==> src/rtl/lpc_stream_pkg.sv <==
// Shared types and constants for the LPC stream masters.
`timescale 1ns/1ps
package lpc_stream_pkg;

  localparam int SAMPLE_W         = 16;
  localparam int BYTES_PER_SAMPLE = 2;

  typedef enum logic [1:0] {
    IDLE,
    RUN,
    DONE
  } state_t;

endpackage

==> src/rtl/lpc_wm_fifo.sv <==
// Synchronous sample FIFO with a registered read port; rd_data updates on pop.
`timescale 1ns/1ps
module lpc_wm_fifo
#(
  parameter int DEPTH = 16,
  parameter int WIDTH = 16
) (
  input  logic                     clk,
  input  logic                     reset,
  input  logic                     push,
  input  logic                     pop,
  input  logic [WIDTH-1:0]         wr_data,
  output logic [WIDTH-1:0]         rd_data,
  output logic                     full,
  output logic                     empty,
  output logic [$clog2(DEPTH):0]   level
);

  localparam int PTR_W = $clog2(DEPTH);
  localparam int LVL_W = PTR_W + 1;

  logic [WIDTH-1:0] mem [DEPTH];
  logic [PTR_W-1:0] wr_ptr;
  logic [PTR_W-1:0] rd_ptr;
  logic             do_push;
  logic             do_pop;

  assign full    = (level == LVL_W'(DEPTH));
  assign empty   = (level == '0);
  assign do_pop  = pop & ~empty;
  assign do_push = push & (~full | do_pop);

  // NOTE: the storage array has no reset; only pointers and the read register need a defined state.
  always_ff @(posedge clk) begin
    if (do_push) mem[wr_ptr] <= wr_data;
  end

  always_ff @(posedge clk or posedge reset) begin
    if (reset) begin
      wr_ptr  <= '0;
      rd_ptr  <= '0;
      level   <= '0;
      rd_data <= '0;
    end else begin
      if (do_push) wr_ptr <= wr_ptr + PTR_W'(1);
      if (do_pop) begin
        rd_ptr  <= rd_ptr + PTR_W'(1);
        rd_data <= mem[rd_ptr];
      end
      case ({do_push, do_pop})
        2'b10:   level <= level + LVL_W'(1);
        2'b01:   level <= level - LVL_W'(1);
        default: level <= level;
      endcase
    end
  end

endmodule

==> src/rtl/lpc_write_master_stream.sv <==
// Strobe-qualified sample capture into a FIFO, drained by an Avalon-MM write master.
// Optional LPC_WM_DROP_COUNT_EN adds a saturating drop_count output.
`timescale 1ns/1ps
module lpc_write_master_stream
  import lpc_stream_pkg::*;
#(
  parameter int FIFO_DEPTH = 16,
  parameter int ADDR_W     = 32,
  parameter int LEN_W      = 16
) (
  input  logic                clk,
  input  logic                reset,
  input  logic [SAMPLE_W-1:0] d_in,
  input  logic                v,
  input  logic                d_in_clk,
  input  logic                start,
  input  logic [ADDR_W-1:0]   base_addr,
  input  logic [LEN_W-1:0]    length,
  output logic                busy,
  output logic                done,
  output logic                overflow,
`ifdef LPC_WM_DROP_COUNT_EN
  output logic [15:0]         drop_count,
`endif
  output logic [ADDR_W-1:0]   avm_address,
  output logic                avm_write,
  output logic [SAMPLE_W-1:0] avm_writedata,
  output logic [1:0]          avm_byteenable,
  input  logic                avm_waitrequest
);

  localparam int LVL_W = $clog2(FIFO_DEPTH) + 1;

  state_t              state, state_next;
  logic                d_in_clk_q;
  logic                strobe_edge;
  logic                start_ok;
  logic                push_req, push, pop, drop;
  logic                wr_done, last_write;
  logic                zero_done;
  logic                fifo_full, fifo_empty;
  logic [LVL_W-1:0]    unused_fifo_level;
  logic [SAMPLE_W-1:0] fifo_rd_data;
  logic [LEN_W-1:0]    length_q, accepted_cnt, written_cnt;
  logic [ADDR_W-1:0]   next_addr;

  assign avm_byteenable = 2'b11;
  assign avm_writedata  = fifo_rd_data;

  assign strobe_edge = d_in_clk & ~d_in_clk_q;
  assign start_ok    = start & (state == IDLE);
  // Once length samples are accepted, further strobes are simply ignored (not drops).
  assign push_req    = strobe_edge & v & (state == RUN) & (accepted_cnt != length_q);
  assign pop         = (state == RUN) & ~fifo_empty & (~avm_write | ~avm_waitrequest);
  assign push        = push_req & (~fifo_full | pop);
  assign drop        = push_req & fifo_full & ~pop;
  assign wr_done     = avm_write & ~avm_waitrequest;
  assign last_write  = wr_done & ((written_cnt + LEN_W'(1)) == length_q);

  lpc_wm_fifo #(
    .DEPTH (FIFO_DEPTH),
    .WIDTH (SAMPLE_W)
  ) u_fifo (
    .clk     (clk),
    .reset   (reset),
    .push    (push),
    .pop     (pop),
    .wr_data (d_in),
    .rd_data (fifo_rd_data),
    .full    (fifo_full),
    .empty   (fifo_empty),
    .level   (unused_fifo_level)
  );

  // NOTE: sequential state uses non-blocking assignments so all flops update from pre-edge values.
  always_ff @(posedge clk or posedge reset) begin
    if (reset) state <= IDLE;
    else       state <= state_next;
  end

  // NOTE: every output of this block is defaulted first so no path infers a latch.
  always_comb begin
    state_next = state;
    busy       = 1'b0;
    done       = zero_done;
    case (state)
      IDLE: if (start && length != '0) state_next = RUN;
      RUN: begin
        busy = 1'b1;
        if (last_write) state_next = DONE;
      end
      DONE: begin
        done       = 1'b1;
        state_next = IDLE;
      end
      default: state_next = IDLE;
    endcase
  end

  always_ff @(posedge clk or posedge reset) begin
    if (reset) begin
      d_in_clk_q   <= 1'b0;
      zero_done    <= 1'b0;
      length_q     <= '0;
      accepted_cnt <= '0;
      written_cnt  <= '0;
      next_addr    <= '0;
      overflow     <= 1'b0;
      avm_write    <= 1'b0;
      avm_address  <= '0;
    end else begin
      d_in_clk_q <= d_in_clk;
      zero_done  <= start_ok & (length == '0);
      if (start_ok) begin
        length_q     <= length;
        next_addr    <= base_addr & ~ADDR_W'(1);
        accepted_cnt <= '0;
        written_cnt  <= '0;
        overflow     <= 1'b0;
      end else begin
        if (push)    accepted_cnt <= accepted_cnt + LEN_W'(1);
        if (drop)    overflow     <= 1'b1;
        if (wr_done) written_cnt  <= written_cnt + LEN_W'(1);
      end
      // A pop refills the output register in the same cycle the previous write completes.
      if (pop) begin
        avm_write   <= 1'b1;
        avm_address <= next_addr;
        next_addr   <= next_addr + ADDR_W'(BYTES_PER_SAMPLE);
      end else if (wr_done) begin
        avm_write <= 1'b0;
      end
    end
  end

`ifdef LPC_WM_DROP_COUNT_EN
  always_ff @(posedge clk or posedge reset) begin
    if (reset)                               drop_count <= '0;
    else if (start_ok)                       drop_count <= '0;
    else if (drop && drop_count != 16'hFFFF) drop_count <= drop_count + 16'd1;
  end
`else
  // Without the counter, drops are reported only through the sticky overflow flag.
`endif

endmodule

==> config.mk <==
export PLATFORM = sky130hd
export DESIGN_NAME = lpc_write_master_stream
export DESIGN_NICKNAME = d
export VERILOG_FILES = /design/src/rtl/lpc_stream_pkg.sv /design/src/rtl/lpc_wm_fifo.sv /design/src/rtl/lpc_write_master_stream.sv
export SDC_FILE = /design/constraint.sdc
export NUM_CORES = 1
export LEC_CHECK = 0
export ABC_AREA = 1
export CORE_UTILIZATION = 51
export CTS_CLUSTER_SIZE = 40
export DETAILED_ROUTE_END_ITERATION = 10
export GPL_TIMING_DRIVEN = 0
export PLACE_DENSITY = 0.7
export SLEW_MARGIN = 30
export SYNTH_ARGS = -nofsm -noshare
export SYNTH_HDL_FRONTEND = slang
export SYNTH_HIERARCHICAL = 1
export SYNTH_SLANG_ARGS = --single-unit
==> constraint.sdc <==
create_clock -name clk -period 9.8 [get_ports clk]
set_clock_uncertainty 0.15 [all_clocks]
set_input_delay 1.96 -clock clk [delete_from_list [all_inputs] [get_ports clk]]
set_output_delay 1.96 -clock clk [all_outputs]
set_load 0.03 [all_outputs]
==> results.cfg <==
[run_status]
status = complete, no violations

[hold_path]
hold_path_class = reg -> reg
hp-start = u_fifo/rd_data[5]
whs_endpoint = u_fifo/rd_data[5]
hold_depth = 2

[grt]
grt_max_degree = 77
grt-ovfl-total = 0
grt_usage = 0.270
grt_pass1_wl_um = 78700
antenna_found_initial = 0
grt_pass1_vias = 14400

[synth]
synth_top_area_frac = 0.404
async_flop_share = 0.362
synth_area_mm2 = 0.0190
ys_warn_count = 6
synth_edf_count = 256
syn_inst = 2120
netlist_top_cells_area = edfxtp_1 (40%), dfrtp_1 (19%), nand2_1 (14%), nand3_1 (6.9%), inv_1 (5.9%)
synthFlopType = edfxtp_1
synth_seq_area_share = 0.594
synth.distinct_cells = 48
ys_seq_elements = 401
yosysTopAreaCell = edfxtp_1
syn_avg_cell_area_um2 = 8.98

[placed_design]
portBuffers = 119
dpl.cell_count = 2721
gp_congestion = 0.931
hpwl_um = 35700

[power]
leakage_uw = 0.00998
peakVddDrop_v = 0.000177
power_density_mw_per_mm2 = 290

[final_layout]
drive_gt1_frac = 0.0861
utilization = 0.612
stdcell_count = 2804
fill_cells = 3097
nNetsFinal = 2381
area_growth_syn_to_layout_pct = 17.9

[timing]
period_needed_ns = 4.76
worst_pin_slew_ns = 0.912
final_max_slew_viol_count = 0
max_freq_ghz = 0.210
max_slew_margin = 0.391
finalSetupViolations = 0
rsz0062_at_grt = no
fin_setup_tns_ns = 0
finalHoldViolCount = 0
fin_crit_sh = 0.486

[setup_path]
startpoint_type = input pin
rr_worst_depth = 12
rr_startpoint = u_fifo/level[0]
cp.arrival_ns = 4.81
worstReg2RegEnd = u_fifo/mem[15][12]
critPathRequiredTime_ns = 9.85
cp_max_fo = 16
r2r_slack_ns = 6.19
critPathCaptureType = flop
critPathKind = in -> reg

[cts]
cts_hold_buf = 0
cts.clk_slew.worst_paths_ns = 0.06
cts_sinks = 401
root_buffer = clkbuf_16
cts_tree = built
cts_made_buffers = 44
cts_max_level = 2
cts_setup_buffers = 0
worstSkewPairLatency_ns = 0.59
postCtsResizedCells = 0
clockBufferDepth = 3

[floorplan]
die_area_mm2 = 0.0381
start_util = 0.519
core_mm2 = 0.0367
num_rows = 70
ioPinCount = 124
die_w_um = 195
die_h_um = 195

[route]
drc = 0
wl_per_cell_um = 18.0
routed_via_density = 5.35
drtIter0Drc = 1245
vias = 15000
antenna_left = 0
totalWireLength_um = 50300
drtPass1Iterations = 5

[job]
drv_cap = 0
[cells by family (layout without fill, tap and decap cells)]
family                   Yosys count  in the layout  share of synthesized area
XOR/XNOR                          39             39                     0.0179
flip-flops                       401            401                      0.594
adder cells (fa/ha/maj)           12             12                    0.00828
AO/OA/AOI/OAI                    129            129                     0.0408
AND/OR/NAND/NOR                 1142           1142                      0.255
other                              2              5                   0.000394
buffers and inverters            395            608                     0.0835
[registers in the layout, indices dropped and copies added (netlist names), 2 cells and up]
signal          flops
accepted_cnt       16
avm_address        31
length_q           16
next_addr          31
state               2
u_fifo/level        5
u_fifo/mem        256
u_fifo/rd_data     16
u_fifo/rd_ptr       4
u_fifo/wr_ptr       4
written_cnt        16
[how the worst max path moves through the flow]
stage / cells after the start / endpoint / startpoint
floorplan: 1 / accepted_cnt[0] / reset
global placement: 2 / avm_address[26] / reset
detailed placement: 10 / u_fifo/mem[15][15] / avm_waitrequest
CTS: 10 / u_fifo/mem[15][12] / avm_waitrequest
global route: 10 / u_fifo/mem[15][12] / avm_waitrequest
finish: 10 / u_fifo/mem[15][12] / avm_waitrequest
[critical path, stage by stage]
cell and delay, ns:
clkdlybuf4s50_1 0.43, nand2_1 0.10, nand2_1 0.26, inv_1 0.16
buf_2 0.26, buf_2 0.34, o21ai_2 0.13, inv_2 0.13
nand2_1 0.24, nor2_2 0.77
[layer usage]
| metal | vias up | track usage | share of wire |
|---|---|---|---|
| met5 | - | 0 | 0 |
| li1 | 7200 | - | - |
| met1 | 7149 | 0.370 | 0.43 |
| met3 | 96 | 0.0463 | 0.074 |
| met2 | 547 | 0.433 | 0.47 |
| met4 | 0 | 0.101 | 0.030 |
[synth_stat cells (all sizes together), types with 3 or more instances]
cell,instances
a21boi,4
a21oi,15
a32oi,6
buf,72
clkbuf,14
clkinv,3
dfrtp,145
edfxtp,256
ha,11
inv,306
nand2,701
nand3,265
nand3b,5
nand4,19
nor2,121
nor3,21
nor4,8
o21ai,80
o22ai,13
xnor2,6
xor2,33
[cell usage in the layout (no fill, tap or decap), types with 3 or more instances in the layout]
cell type,count
dfrtp_1,145
edfxtp_1,256
xnor2_1,6
a32oi_1,6
buf_6,11
clkdlybuf4s50_1,119
nand3_2,3
conb_1,3
nand3b_1,5
nand2_2,5
o21ai_2,14
clkbuf_8,3
o21ai_0,56
xor2_1,33
buf_1,10
o21ai_1,10
inv_1,298
clkinvlp_4,3
ha_1,11
bufinv_16,3
nor2_2,21
nand3_1,262
nand2_1,695
nor3_1,17
nor4_1,8
buf_8,3
clkinv_2,7
inv_2,7
nor2_4,5
nor2_1,95
a21oi_1,15
clkinv_1,9
clkbuf_16,44
buf_2,53
buf_4,7
nor3_2,3
o22ai_1,13
clkbuf_1,25
nand4_1,18
[where the power goes]
part / internal (uW) / total, uW / switching, uW
sequential: 2090 / 2340 / 252
combinational: 837 / 2560 / 1720
clock: 936 / 1620 / 686
total: 3860 / 6520 / 2660
[layout make-up]
class	instances	area [um2]	share of cell area
Antenna cell	2	5.00	0.000223
Buffer	86	430	0.0192
Timing Repair Buffer	132	1370	0.0608
Multi-Input combinational cell	1325	6180	0.275
Clock buffer	58	1180	0.0527
Sequential cell	401	11300	0.504
Inverter	309	1170	0.0520
Tap cell	468	586	0.0261
Clock inverter	23	224	0.00997
[stage by stage]
stage | power (uW) | setup slack [ns] | area, um2 | hold slack [ns]
CTS | 6530 | 5.08 | 22500 | 0.331
finish | 6520 | 5.04 | 22500 | 0.327
detailed placement | 4900 | 4.47 | 21000 | 0.315
global route | 6900 | 4.81 | 22500 | 0.349
floorplan | 3980 | 4.62 | 19000 | 0.338
global placement | 4820 | 2.67 | 20800 | 0.314
Note: power is estimated with default switching activity, not from simulation.
